--- config.mk ---
export PLATFORM = sky130hd
export DESIGN_NAME = ifu_prefetch
export DESIGN_NICKNAME = d
export VERILOG_FILES = /design/src/rtl/ifu_prefetch_pkg.sv /design/src/rtl/ifu_pf_fifo.sv /design/src/rtl/ifu_prefetch.sv
export SDC_FILE = /design/constraint.sdc
export NUM_CORES = 1
export LEC_CHECK = 0
export ABC_AREA = 1
export CAP_MARGIN = 25
export CELL_PAD_IN_SITES_DETAIL_PLACEMENT = 2
export CELL_PAD_IN_SITES_GLOBAL_PLACEMENT = 2
export CORE_ASPECT_RATIO = 1.4
export CORE_MARGIN = 1.5
export CORE_UTILIZATION = 35
export CTS_CLUSTER_SIZE = 12
export DETAILED_ROUTE_END_ITERATION = 16
export PLACE_DENSITY_LB_ADDON = 0.1
export SYNTH_ARGS = -nofsm -noshare
export SYNTH_HDL_FRONTEND = slang
export SYNTH_SLANG_ARGS = --single-unit
--- constraint.sdc ---
create_clock -name clk -period 4.9 [get_ports clk]
set_input_delay 0.98 -clock clk [delete_from_list [all_inputs] [get_ports clk]]
set_output_delay 0.98 -clock clk [all_outputs]
set_load 0.02 [all_outputs]
--- src/rtl/ifu_prefetch_pkg.sv ---
// Shared constants for the instruction-fetch prefetch unit: default widths,
// pc step/reset address, enable levels and the reset active level.
package ifu_prefetch_pkg;

    localparam int          IFU_ADDR_W     = 32;
    localparam int          IFU_DATA_W     = 32;
    localparam int          IFU_PC_STEP    = 4;
    localparam logic [31:0] IFU_RESET_PC   = 32'h0;
    localparam logic        IFU_EN         = 1'b1;
    localparam logic        IFU_DIS        = 1'b0;
    localparam logic        IFU_RST_ACTIVE = 1'b1;

endpackage

--- src/rtl/ifu_pf_fifo.sv ---
// Show-ahead synchronous FIFO holding {pc, instruction} entries for the
// prefetch unit. Flush empties it in one cycle; the head is always readable.
module ifu_pf_fifo
    import ifu_prefetch_pkg::*;
#(
    parameter int  WIDTH = IFU_ADDR_W + IFU_DATA_W,
    parameter int  DEPTH = 4,
    localparam int PTR_W = $clog2(DEPTH),
    localparam int CNT_W = $clog2(DEPTH + 1)
) (
    input  logic             clk,
    input  logic             rst,
    input  logic             push,
    input  logic [WIDTH-1:0] push_data,
    input  logic             pop,
    input  logic             flush,
    output logic [WIDTH-1:0] head_data,
    output logic             empty,
    output logic [CNT_W-1:0] count
);

    logic [WIDTH-1:0] mem_reg [DEPTH];
    logic [DEPTH-1:0] wr_en;
    logic [PTR_W-1:0] wr_ptr_reg;
    logic [PTR_W-1:0] rd_ptr_reg;
    logic [CNT_W-1:0] count_reg;
    logic             push_ok;
    logic             pop_ok;

    assign push_ok = push && !flush;
    assign pop_ok  = pop && !flush && (count_reg != '0);

    genvar gi;
    generate
        for (gi = 0; gi < DEPTH; gi++) begin : g_wr_en
            assign wr_en[gi] = push_ok && (wr_ptr_reg == PTR_W'(gi));
        end
    endgenerate

    // Storage is cleared on reset so the head reads as zero before any push.
    always_ff @(posedge clk) begin
        for (int i = 0; i < DEPTH; i++) begin
            if (rst == IFU_RST_ACTIVE) begin
                mem_reg[i] <= '0;
            end else if (wr_en[i]) begin
                mem_reg[i] <= push_data;
            end
        end
    end

    always_ff @(posedge clk) begin
        if (rst == IFU_RST_ACTIVE || flush) begin
            wr_ptr_reg <= '0;
            rd_ptr_reg <= '0;
            count_reg  <= '0;
        end else begin
            if (push_ok) wr_ptr_reg <= wr_ptr_reg + 1'b1;
            if (pop_ok)  rd_ptr_reg <= rd_ptr_reg + 1'b1;
            count_reg <= count_reg + CNT_W'(push_ok) - CNT_W'(pop_ok);
        end
    end

    assign head_data = mem_reg[rd_ptr_reg];
    assign empty     = (count_reg == '0);
    assign count     = count_reg;

endmodule

--- src/rtl/ifu_prefetch.sv ---
// Instruction-fetch unit with prefetch queue: issues sequential fetches under
// a credit limit, drops stale responses after redirects. Option: IFU_PF_BYPASS_EN.
module ifu_prefetch
    import ifu_prefetch_pkg::*;
#(
    parameter int                ADDR_W   = IFU_ADDR_W,
    parameter int                DATA_W   = IFU_DATA_W,
    parameter int                DEPTH    = 4,
    parameter logic [ADDR_W-1:0] RESET_PC = ADDR_W'(IFU_RESET_PC),
    parameter int                PC_STEP  = IFU_PC_STEP,
    localparam int               CNT_W    = $clog2(DEPTH + 1)
) (
    input  logic              clk,
    input  logic              rst,
    input  logic              redirect_valid_i,
    input  logic [ADDR_W-1:0] redirect_pc_i,
    input  logic              hold_i,
    output logic              req_valid_o,
    output logic [ADDR_W-1:0] req_addr_o,
    input  logic              req_ready_i,
    input  logic              rsp_valid_i,
    input  logic [DATA_W-1:0] rsp_data_i,
    output logic              inst_valid_o,
    output logic [DATA_W-1:0] inst_data_o,
    output logic [ADDR_W-1:0] inst_pc_o,
    input  logic              inst_ready_i,
    output logic [CNT_W-1:0]  fifo_count_o
);

`ifdef IFU_PF_BYPASS_EN
    localparam logic BYPASS_EN = IFU_EN;
`else
    localparam logic BYPASS_EN = IFU_DIS;
`endif
    localparam logic [CNT_W:0]    DEPTH_W = (CNT_W + 1)'(DEPTH);
    localparam logic [ADDR_W-1:0] STEP_W  = ADDR_W'(PC_STEP);

    logic [ADDR_W-1:0]        fetch_pc_reg, fetch_pc_next;
    logic [ADDR_W-1:0]        rsp_pc_reg, rsp_pc_next;
    logic [CNT_W-1:0]         outstanding_reg, outstanding_next;
    logic [CNT_W-1:0]         drop_cnt_reg, drop_cnt_next;
    logic [CNT_W-1:0]         fifo_count;
    logic [CNT_W:0]           credit_used;
    logic [ADDR_W+DATA_W-1:0] fifo_head;
    logic                     in_reset;
    logic                     req_fire;
    logic                     rsp_keep;
    logic                     bypass_hit;
    logic                     fifo_empty;
    logic                     fifo_push;
    logic                     fifo_pop;

    assign in_reset = (rst == IFU_RST_ACTIVE);

    // Live in-flight requests plus queued entries; each live request owns a slot.
    assign credit_used = {1'b0, outstanding_reg} - {1'b0, drop_cnt_reg} + {1'b0, fifo_count};

    assign req_valid_o = !in_reset && !hold_i && !redirect_valid_i
                      && (credit_used < DEPTH_W)
                      && ({1'b0, outstanding_reg} < DEPTH_W);
    assign req_addr_o  = fetch_pc_reg;
    assign req_fire    = req_valid_o && req_ready_i;

    // A response arriving alongside a redirect is stale as well.
    assign rsp_keep   = rsp_valid_i && !redirect_valid_i && (drop_cnt_reg == '0);
    assign bypass_hit = BYPASS_EN && fifo_empty && rsp_keep;

    assign inst_valid_o = !in_reset && !redirect_valid_i && (!fifo_empty || bypass_hit);
    assign inst_pc_o    = bypass_hit ? rsp_pc_reg : fifo_head[ADDR_W+DATA_W-1 -: ADDR_W];
    assign inst_data_o  = bypass_hit ? rsp_data_i : fifo_head[DATA_W-1:0];
    assign fifo_pop     = inst_valid_o && inst_ready_i && !fifo_empty;
    assign fifo_push    = rsp_keep && !(bypass_hit && inst_ready_i);
    assign fifo_count_o = fifo_count;

    always_comb begin
        fetch_pc_next    = fetch_pc_reg;
        rsp_pc_next      = rsp_pc_reg;
        outstanding_next = outstanding_reg + CNT_W'(req_fire) - CNT_W'(rsp_valid_i);
        drop_cnt_next    = drop_cnt_reg;
        if (redirect_valid_i) begin
            fetch_pc_next = redirect_pc_i;
            rsp_pc_next   = redirect_pc_i;
            drop_cnt_next = outstanding_next;
        end else begin
            if (req_fire) fetch_pc_next = fetch_pc_reg + STEP_W;
            if (rsp_keep) rsp_pc_next = rsp_pc_reg + STEP_W;
            if (rsp_valid_i && drop_cnt_reg != '0) drop_cnt_next = drop_cnt_reg - 1'b1;
        end
    end

    always_ff @(posedge clk) begin
        if (in_reset) begin
            fetch_pc_reg    <= RESET_PC;
            rsp_pc_reg      <= RESET_PC;
            outstanding_reg <= '0;
            drop_cnt_reg    <= '0;
        end else begin
            fetch_pc_reg    <= fetch_pc_next;
            rsp_pc_reg      <= rsp_pc_next;
            outstanding_reg <= outstanding_next;
            drop_cnt_reg    <= drop_cnt_next;
        end
    end

    ifu_pf_fifo #(
        .WIDTH (ADDR_W + DATA_W),
        .DEPTH (DEPTH)
    ) u_fifo (
        .clk       (clk),
        .rst       (rst),
        .push      (fifo_push),
        .push_data ({rsp_pc_reg, rsp_data_i}),
        .pop       (fifo_pop),
        .flush     (redirect_valid_i),
        .head_data (fifo_head),
        .empty     (fifo_empty),
        .count     (fifo_count)
    );

endmodule

; ---- Word level (Yosys, flattened, before mapping)
; Memory sizes are Yosys's and may differ from the RTL's. A register that Yosys moved wholly into a read port is not among the register bits.
; Cells that the tools add are included.
[word_totals]
regBits = 77
ram_bits = 256
input_bits = 71
output_inout_bits = 101
word_cells = 86
n_memories = 1
[memory_table]
columns = memory, words, width, rd, rd_clocked_by_memory_dff, wr, line
row1 = u_fifo.mem_reg, 4, 64, 1, 1, 4, ifu_pf_fifo.sv:22  ; logic [WIDTH-1:0] mem_reg [DEPTH];
[op_classes]
addsub = 11
n_lt_le_gt_ge = 2
n_eq_ne = 3
n_mux = 26
n_bitwise = 4
n_reduce_logical = 32
[op_table]
columns = cell, n
row1 = $mux 64, 4
row2 = $mux 32, 4
row3 = $add 32x3->32 const B, 2
row4 = $logic_and 1x1->1, 19
row5 = $mux 1, 14
row6 = $add 3x1->3, 2
row7 = $logic_not 3->1, 2
row8 = $mux 3, 2
row9 = $reduce_bool 2->1, 3
row10 = $reduce_bool 3->1, 2
row11 = $sub 3x1->3, 2
row12 = $add 2x1->2 const B, 2
row13 = $add 4x3->4, 1
row14 = $eq 2x2->1 const B, 2
row15 = $logic_not 1->1, 4
row16 = $lt 4x3->1 const B, 1
row17 = $mux 2, 2
row18 = $or 1x1->1, 4
row19 = $sub 3x3->4, 1
row20 = $lt 3x3->1 const B, 1
row21 = $sub 3x1->3 const B, 1
row22 = $eq 2x1->1 const B, 1
row23 = $logic_not 2->1, 1
row24 = $logic_or 1x1->1, 1

; ---- Longest topological paths before layout
[logic_depth]
depth_word = 9
mapped_depth = 21
mapped_depth_nobuf = 20

; ---- Modules after synthesis
; A second synthesis with hierarchy kept.
[unflattened]
cells_unflattened = 1836
hier_area_um2 = 16288.1
[by_module_without_submodules]
columns = mod, n_inst, cells_per_inst, area_each_um2, seq_area_each_um2
row1 = ifu_pf_fifo, 1, 1033, 11394.7, 7867.5
row2 = ifu_prefetch, 1, 803, 4893.4, 1401.3

; ---- Least setup slack after synthesis
; Ideal clock, no wire load.
[synth_timing]
path_kind = register to register
from = register u_fifo.count_reg[1], in the netlist u_fifo.count[1]
to = register drop_cnt_reg[2]
t_arrival_ns = 3.782
required_time_ns = 4.841
path_slack_ns = 1.060
stages_incl_launch_ff = 22
period_less_slack_ns = 3.840
cell_sequence = dfxtp_1 -> inv_1 -> fa_1 -> inv_1 -> ha_1 -> nand3_1 -> nand2_1 -> nand2_1 -> nand3_2 -> nor2_8 -> nand2_4 -> buf_2 -> ha_1 -> inv_1 -> ha_1 -> fa_1 -> xnor2_1 -> xor2_1 -> inv_1 -> o21ai_0 -> nand3_1 -> nand2_1
[synth_via]
elab_chain_cells = 8
[synth_rtl]
columns = item, line
row1 = "start, declared", ifu_pf_fifo.sv:26  ; logic [CNT_W-1:0] count_reg;
row2 = "start signal, assigned", ifu_pf_fifo.sv:59  ; count_reg <= count_reg + CNT_W'(push_ok) - CNT_W'(pop_ok);
row3 = $add 4x3->4, ifu_prefetch.sv:56  ; assign credit_used = {1'b0, outstanding_reg} - {1'b0, drop_cnt_reg} + {1'b0, fifo_count};
row4 = $lt 4x3->1, ifu_prefetch.sv:59  ; && (credit_used < DEPTH_W)
row5 = $logic_and 1x1->1, ifu_prefetch.sv:59
row6 = $logic_and 1x1->1, ifu_prefetch.sv:60  ; && ({1'b0, outstanding_reg} < DEPTH_W);
row7 = via req_valid_o, ifu_prefetch.sv:18  ; output logic req_valid_o,
row8 = $logic_and 1x1->1, ifu_prefetch.sv:62  ; assign req_fire = req_valid_o && req_ready_i;
row9 = $add 3x1->3, ifu_prefetch.sv:78  ; outstanding_next = outstanding_reg + CNT_W'(req_fire) - CNT_W'(rsp_valid_i);
row10 = $sub 3x1->3, ifu_prefetch.sv:78
row11 = $mux 3, ifu_prefetch.sv:80  ; if (redirect_valid_i) begin
row12 = "end signal, assigned", ifu_prefetch.sv:101  ; drop_cnt_reg <= drop_cnt_next;
row13 = "end, declared", ifu_prefetch.sv:41  ; logic [CNT_W-1:0] drop_cnt_reg, drop_cnt_next;
; The timed path passes the listed nets, and every way through them passes these cells.
; A chain may end at the register's enable or synchronous reset.

; ---- Worst setup path in the final report
[layout_timing]
from = register u_fifo.count_reg[1], in the netlist u_fifo.count[1]
to = register drop_cnt_reg[2]
[layout_via]
elab_chain_cells = 8
[layout_rtl]
columns = item, line
row1 = $add 4x3->4, ifu_prefetch.sv:56
row2 = $lt 4x3->1, ifu_prefetch.sv:59
row3 = $logic_and 1x1->1, ifu_prefetch.sv:59
row4 = $logic_and 1x1->1, ifu_prefetch.sv:60
row5 = $logic_and 1x1->1, ifu_prefetch.sv:62
row6 = $add 3x1->3, ifu_prefetch.sv:78
row7 = $sub 3x1->3, ifu_prefetch.sv:78
row8 = $mux 3, ifu_prefetch.sv:80
; No other way between the ends.

==> out/metrics.cfg <==
[global_route]
grt-ovfl-total = 0
grt_use_total_pct = 23.9
grt_pass1_vias = 15200
antenna_found_initial = 2
grt_pass1_wl_um = 85200
grt_max_degree = 129

[critical_path]
end_kind = register
critical_path_required_ns = 5.38
crit_type = reg2reg
arrival_ns = 4.83
cpMaxStageDelayCell = fa_1
crit_path_max_fanout = 31
slowest_delay_ns = 0.55
critPathLaunchType = register
crit_chain = inv_1, fa_1, inv_1, ha_1, nand4_1, nand2_1, nand2_1, nand2_1, nor2_8, nand2_4, ha_1, inv_1, ha_1, fa_1, xnor2_1, xor2_1, inv_1, o21ai_0, nand3_1, nand2_1

[place]
io_buffers = 171
placed_cell_area_um2 = 18300
place_inst = 2459
routabilityCongestion = 0.834
dpl.hpwl_um = 35700

[synthesis]
synthArstFlopShare_pct = 0
synth_area_per_cell_um2 = 8.88
syn_nets = 1873
synth.most_common_cell = nor2_1
synth_enable_flop_cells = 256
synth_top_area_share_pct = 48.5
synth_top_area_cell = edfxtp_1
synth_seq_cells = 335
yosys-top-cells-count = nor2_1 (476), nand2_1 (259), edfxtp_1 (256)
yosysWarnings = 0
synth_area_leaders = edfxtp_1 (49%), nor2_1 (11%), dfxtp_1 (10%)
syn_area_um2 = 15800
yosys_most_used_dff = edfxtp_1
synth_seq_area_share_pct = 58.5
synth.distinct_cells = 35
syn_inst = 1783

[timing]
finalHoldViolations = 0
rsz0062_at_grt = false
finalSetupViolCount = 0
period_needed_ns = 4.35
slew-limit-headroom_pct = 36.5
fin_skew_ns = 0.0216
fmaxAchievable_mhz = 230
worst_pin_slew_ns = 0.953
hold_slack_ns = 0.465
tns_ns = 0
fin_crit_sh_pct = 88.7
drv_slew = 0

[run_status]
outcome = complete, no violations

[drt]
antenna_left = 0
viasPerCell = 5.29
drc = 0
routed_wl_um = 54700
dr.pass1.iters = 4
drt_iter0_markers = 651
via_count = 13400
wl_per_cell_um = 21.6

[final_layout]
final_nets = 2025
largest_reg_flops = 256
drive_above_1_share_pct = 5.66
finalInstanceArea_um2 = 19500
fin_cells = 2526
fin_util_pct = 43.5
antenna_cells = 0
layout-area-overhead-vs-synth_pct = 23.2

[power_and_ir_drop]
power_density_nw_per_um2 = 363
irDropWorstVdd_uv = 207
power.leakage_nw = 7.44

[clock_tree]
htreeDepth = 2
root_buffer = clkbuf_16
cts.clk_slew.worst_paths_ns = 0.06
clock-sinks = 335
cts_tree = done
cts_hold_buf = 0
clkLatencyLatePin_ns = 0.55
post-cts-setup-buffers = 0
cts.repair.resized = 0
clock_path_buffers = 3
cts_inserted_buffers = 38

[floorplan]
ios = 172
initial_utilization_pct = 35.3
core_um2 = 44900
dieArea_um2 = 46600
die_w_um = 183
row_count = 92
die_y_um = 255

[flow_run]
drv_cap = 0

[worst_hold_path]
hold_path_class = reg2reg

## cell type report
| class | instances | area (µm²) |
|---|---|---|
| sequential | 335 | 9270 |
| fill | 4872 | 25400 |
| multi-input combinational | 1217 | 5690 |
| tap | 564 | 706 |
| timing repair buffer | 203 | 2070 |
| clock buffer | 50 | 1030 |
| inverter | 140 | 539 |
| clock inverter | 17 | 208 |
## power by group
| group | internal (mW) | leakage (nW) | switching (mW) |
|---|---|---|---|
| registers | 3.21 | 3.30 | 0.0966 |
| logic | 0.327 | 3.54 | 0.563 |
| clock network | 1.69 | 0.598 | 1.19 |
## cell usage in the layout (no fill, tap or decap), drive strengths merged
| cell type | Yosys | routed |
|---|---|---|
| nand3b | 9 | 9 |
| nor2 | 478 | 478 |
| xnor2 | 7 | 7 |
| nand2 | 263 | 263 |
| clkbuf | 76 | 50 |
| o21ai | 179 | 179 |
| nor3 | 18 | 18 |
| o211ai | 2 | 2 |
| ha | 15 | 15 |
| clkdlybuf4s50 | 0 | 170 |
| and2 | 1 | 1 |
| dfxtp | 79 | 79 |
| o22ai | 66 | 66 |
| nand3 | 86 | 86 |
| fa | 4 | 4 |
| nand4 | 9 | 9 |
| edfxtp | 256 | 256 |
| a31oi | 9 | 9 |
| buf | 15 | 33 |
| a21oi | 54 | 54 |
| a221oi | 1 | 1 |
| xor2 | 16 | 16 |
| bufinv | 0 | 4 |
| clkinvlp | 0 | 1 |
| clkinv | 2 | 14 |
| inv | 138 | 138 |
## critical path, delay by kind of cell, from the launching register on
kind | cells | cell delay [ns]
compound gates | 1 | 0.22
fa+ha+maj | 5 | 1.80
buf+inv | 4 | 0.27
xor+xnor | 2 | 0.36
simple gates | 8 | 1.19
flops | 1 | 0.42
## layer usage
metal	track usage (%)	wire, µm
met5	0	23
met4	8.78	1780
met3	2.66	1540
met2	46.5	29700
met1	26.7	21600
## through the flow
step,total power [mW],worst slack (ns)
floorplan,3.83,1.06
global placement,4.22,0.645
detailed placement,4.26,0.510
CTS,7.17,0.496
global route,7.35,0.237
finish,7.08,0.553
## worst paths after layout
| path | start | endpoint | slack, ns | depth (start not counted) |
|---|---|---|---|---|
| worst max-delay path | u_fifo.count[1] | drop_cnt_reg[2] | 0.55 | 20 |
| worst max register to register | u_fifo.count[1] | drop_cnt_reg[2] | 0.55 | 20 |
| worst min-delay path | req_addr_o[0] | req_addr_o[0] | 0.47 | 2 |
| worst min register to register | req_addr_o[0] | req_addr_o[0] | 0.47 | 2 |
## kinds of logic (layout without fill, tap and decap cells)
| kind of cell | after synthesis | count (layout) | synth area share (%) |
|---|---|---|---|
| and+or+nand+nor | 864 | 864 | 22.3 |
| DFF | 335 | 335 | 58.5 |
| AOI/OAI and AO/OA | 311 | 311 | 10.5 |
| buffers and inverters | 231 | 410 | 5.76 |
| xor gates and xnor gates | 23 | 23 | 1.27 |
| adders and majority gates | 19 | 19 | 1.69 |
Power figures use the tool's default switching activity.
